--- config.mk ---
export PLATFORM = sky130hd
export DESIGN_NAME = upsamp2x
export DESIGN_NICKNAME = d
export VERILOG_FILES = /design/src/rtl/upsamp2x.sv
export SDC_FILE = /design/constraint.sdc
export NUM_CORES = 1
export LEC_CHECK = 0
export CORE_MARGIN = 2
export CORE_UTILIZATION = 50
export DETAILED_ROUTE_END_ITERATION = 10
export GPL_ROUTABILITY_DRIVEN = 0
export PLACE_DENSITY = 0.67
export SYNTH_ARGS = -nofsm -noshare
export SYNTH_HDL_FRONTEND = slang
export SYNTH_SLANG_ARGS = --single-unit
--- constraint.sdc ---
create_clock -name clk -period 5 [get_ports clk]
set_clock_uncertainty 0.2 [all_clocks]
set_input_delay 1 -clock clk [delete_from_list [all_inputs] [get_ports clk]]
set_output_delay 1 -clock clk [all_outputs]
set_load 0.02 [all_outputs]
--- src/rtl/upsamp2x.sv ---
// upsamp2x: nearest-neighbour 2x upsampler, (Length/2)^2 pooled raster in, LengthxLength raster out.
// Latency: first output beat one cycle after the first input transfer; one input per two output beats.
// Backpressure: out_ready low freezes data_out/out_last/state; in_ready follows out_ready combinationally.
module upsamp2x #(
  parameter int Length = 32,
  parameter int Width  = 16
) (
  input  logic             clk,
  input  logic             rst,
  input  logic [Width-1:0] data_in,
  input  logic             in_valid,
  output logic             in_ready,
  output logic [Width-1:0] data_out,
  output logic             out_valid,
  input  logic             out_ready,
  output logic             out_last,
  output logic             frame_done
);

  localparam int HALF = Length / 2;
  localparam int OCW  = $clog2(Length);
  localparam int ICW  = $clog2(HALF);
  localparam logic [OCW-1:0] OCOL_LAST = OCW'(Length - 1);
  localparam logic [ICW-1:0] HALF_LAST = ICW'(HALF - 1);

  typedef enum logic {ROW_A, ROW_B} state_t;

  state_t           state;
  state_t           state_nxt;
  logic [Width-1:0] linebuf [HALF];
  logic [Width-1:0] hold;
  logic             hold_valid;
  logic             phase;
  logic [ICW-1:0]   in_col;
  logic [ICW-1:0]   row_in;
  logic [OCW-1:0]   out_col;
  logic             done_q;
  logic             in_xfer;
  logic             out_xfer;
  logic             row_end;

  // Handshake, output mux and next-state decode; outputs are forced idle while rst is high.
  // in_ready is also held low on the last beat of a pass row so the next row's first pixel
  // cannot land in the line buffer before that row has been replayed.
  always_comb begin
    state_nxt  = state;
    in_ready   = 1'b0;
    out_valid  = 1'b0;
    data_out   = '0;
    if (!rst) begin
      if (state == ROW_A) begin
        in_ready  = !hold_valid || (phase && out_ready && (out_col != OCOL_LAST));
        out_valid = hold_valid;
        data_out  = hold_valid ? hold : '0;
      end else begin
        out_valid = 1'b1;
        data_out  = linebuf[out_col[OCW-1:1]];
      end
    end
    out_last   = out_valid && (out_col == OCOL_LAST);
    frame_done = done_q && !rst;
    in_xfer    = in_valid && in_ready;
    out_xfer   = out_valid && out_ready;
    row_end    = out_xfer && (out_col == OCOL_LAST);
    if (row_end) begin
      state_nxt = (state == ROW_A) ? ROW_B : ROW_A;
    end
  end

  // State register.
  always_ff @(posedge clk) begin
    if (rst) begin
      state <= ROW_A;
    end else begin
      state <= state_nxt;
    end
  end

  // Hold register, phase and raster counters; a same-cycle input reload beats the phase-1 drain.
  always_ff @(posedge clk) begin
    if (rst) begin
      hold       <= '0;
      hold_valid <= 1'b0;
      phase      <= 1'b0;
      in_col     <= '0;
      out_col    <= '0;
      row_in     <= '0;
      done_q     <= 1'b0;
    end else begin
      done_q <= 1'b0;
      if (in_xfer) begin
        hold       <= data_in;
        hold_valid <= 1'b1;
        phase      <= 1'b0;
        in_col     <= (in_col == HALF_LAST) ? '0 : in_col + 1'b1;
      end else if (out_xfer && (state == ROW_A)) begin
        if (phase) begin
          hold_valid <= 1'b0;
        end else begin
          phase <= 1'b1;
        end
      end
      if (out_xfer) begin
        out_col <= row_end ? '0 : out_col + 1'b1;
      end
      if (row_end && (state == ROW_A)) begin
        in_col <= '0;
      end
      if (row_end && (state == ROW_B)) begin
        if (row_in == HALF_LAST) begin
          row_in <= '0;
          done_q <= 1'b1;
        end else begin
          row_in <= row_in + 1'b1;
        end
      end
    end
  end

  // Line buffer capture of each pass-row pixel for the replay row; contents need no reset.
  always_ff @(posedge clk) begin
    if (in_xfer) begin
      linebuf[in_col] <= data_in;
    end
  end

endmodule

==> flow_metrics.tcl <==
set metrics [dict create \
    max_cap_viol_count 0 \
    hold_buffers 0 \
    syn_avg_cell_area_um2 17.40 \
    die_height_um 156.2 \
    path_clk_slew_ps 60 \
    grt_antenna_before_repair 1 \
    start_kind "input pin" \
    p_seq_share_pct 54.4 \
    synthFlopType "edfxtp_1" \
    syn_area_um2 11590 \
    outcome "finished, final reports clean" \
    finalSetupViolations 0 \
    worstSetupEndpointType "primary output" \
    clockPowerShare_pct 42.6 \
    final_cell_area_um2 13360 \
    seq_area_um2 8433 \
    cts_root_buf "clkbuf_16" \
    pwr-share-comb_pct 3.0 \
    cp.arrival_ps 3270 \
    start_util_pct 51.02 \
    yosysWarnings 0 \
    intPower_mw 3.997 \
    cp_max_fo 12 \
    wl_per_cell_um 24.97 \
    grtUsageTotal_pct 21.82 \
    worstMarginPinSlew_ps 837.2 \
    syn_inst 666 \
    max_freq_ghz 0.2236 \
    p_switching_mw 0.9509 \
    placementRows 55 \
    drtPass1Iterations 5 \
    grt_pass1_vias 6557 \
    powerDensity_nw_per_um2 370.3 \
    vias_per_cell 6.123 \
    timing.hold.ws_ps 273.0 \
    overflow 0 \
    ios 40 \
    drt_iter0_markers 631 \
    slew_violations 0 \
    layout.nets 760 \
    hp-class "flop to flop" \
    crit_required_ps 3800 \
    max-clock-path-buffers 3 \
    drive_gt1_share_pct 16.03 \
    insertion_delay_ps 540 \
    drc 0 \
    die_area_um2 24410 \
    yosysUniqueCellTypes 50 \
    core_area_um2 22710 \
    rsz0062_at_grt "false" \
    synth-edff-count 256 \
    cts.sinks 293 \
    ys_seq_area_share_pct 72.74 \
    switching_share_pct 19.22 \
    drt_wl_total_um 25990 \
    dpl_cell_area_um2 12420 \
    cts_resized 0 \
    multi_input_area_um2 2938 \
    ir_drop_mv 0.4092 \
    grt_max_degree 43 \
    dieWidth_um 156.2 \
    dpl.hpwl_um 16430 \
    post_cts_buffers 0 \
    grt_pass1_wl_um 39340 \
    dr_total_vias 6374 \
    cts_tree "yes" \
    path_class "input pin to primary output" \
    fill_cells 1649 \
    h-tree-depth 1 \
    final.min_clock_period_ps 4473 \
    area_delta_synth_final_pct 15.31 \
    tns_ps 0 \
    p_leak_nw 4.213 \
    synthArstFlopShare_pct 0 \
    ant_nets 0 \
    cts_made_buffers 28 \
    syn-num-nets 693 \
    timing.final.crit_share_pct 89.46 \
    ys_ff_latch 293 \
    maxSlewHeadroom_pct 44.19 \
    final-hold-violation-count 0 \
    port_buffers 39 \
]
[critical path, stage by stage]
cell	delay (ps)
clkdlybuf4s50_1	490
and2b_1	360
nand2_1	430
o21ai_1	330
clkdlybuf4s50_1	660
[final timing paths]
path	slack [ps]	to	from	cells past startpoint
worst max-delay path	530	data_out[6]	rst	5
worst min-delay path	270	hold[14]$_SDFFE_PP0P_	hold[14]$_SDFFE_PP0P_	2
worst max register to register	1390	linebuf[4][6]$_DFFE_PP_	out_col[0]$_SDFFE_PP0N_	8
worst min register to register	270	hold[14]$_SDFFE_PP0P_	hold[14]$_SDFFE_PP0P_	2
[layout make-up]
class,instances,share of cell area [%]
tap,285,2.669
clock inverter,9,0.7024
sequential,293,63.12
inverter,6,0.1686
timing repair buffer,74,4.982
antenna,1,0.01873
multi-input combinational,330,21.99
clock buffer,43,6.350
[stage by stage]
stage	util, %	worst slack [ps]	std cells	power (mW)
global placement	54.67	626.3	988	2.882
CTS	58.82	501.9	1040	4.975
finish	58.83	527.0	1041	4.948
floorplan	-	1405	666	2.808
detailed placement	54.67	534.2	988	2.890
global route	58.82	361.5	1040	5.087
[cells in the final DEF, fill, tap and decap left out, types with 15 or more instances in the layout]
cell type        synthesis  routed
edfxtp_1               256     256
mux2i_1                 77      77
nand2_1                 45      45
clkdlybuf4s50_1          0      39
dfxtp_1                 37      35
buf_4                    9      34
mux4_2                  33      33
a22oi_1                 30      30
clkbuf_16                0      29
nand3b_1                16      16
a32oi_1                 15      15
[synth_stat cells (11+ instances only)]
cell | n | area [µm²]
a32oi_1 | 15 | 131.4
o21ai_1 | 13 | 65.06
nor2_1 | 12 | 45.04
a21oi_1 | 11 | 55.05
nand3b_1 | 16 | 120.1
clkbuf_1 | 12 | 45.04
buf_2 | 12 | 60.06
mux4_2 | 33 | 743.2
mux2i_1 | 77 | 770.7
edfxtp_1 | 256 | 7687
a22oi_1 | 30 | 225.2
dfxtp_1 | 37 | 740.7
nand2_1 | 45 | 168.9
[power by group through the flow]
stage	clock, mW	combinational (mW)	sequential, mW
3_5_place_dp	0	0.146	2.74
6_report	2.11	0.147	2.69
2_1_floorplan	0	0.0682	2.74
4_1_cts	2.14	0.146	2.69
3_3_place_gp	0	0.139	2.74
5_1_grt	2.23	0.159	2.69
[registers in the layout (all words and copies together), names as in the netlist, named ones only]
name,count
state,1
out_col,5
linebuf,256
hold_valid,1
in_col,4
done_q,1
hold,16
phase,1
row_in,4
[per-layer routing]
metal,GRT usage (%),routed length [µm]
met4,7.820,848
met3,3.545,1765
met5,0,0
met1,28.86,10590
met2,36.98,12790
[cell families (layout without fill, tap and decap cells)]
kind of cell    after synthesis  after routing  synth area share, %
buf+inv                      43            132                2.073
other cells                   0              1                    0
flops                       293            293                72.74
mux                         111            111                13.16
xor+xnor                      2              2               0.1512
fa+ha+maj                     7              7               0.7559
compound gates               90             90                5.508
simple gates                120            120                5.605
No activity file was read; power rests on OpenSTA's default activity.
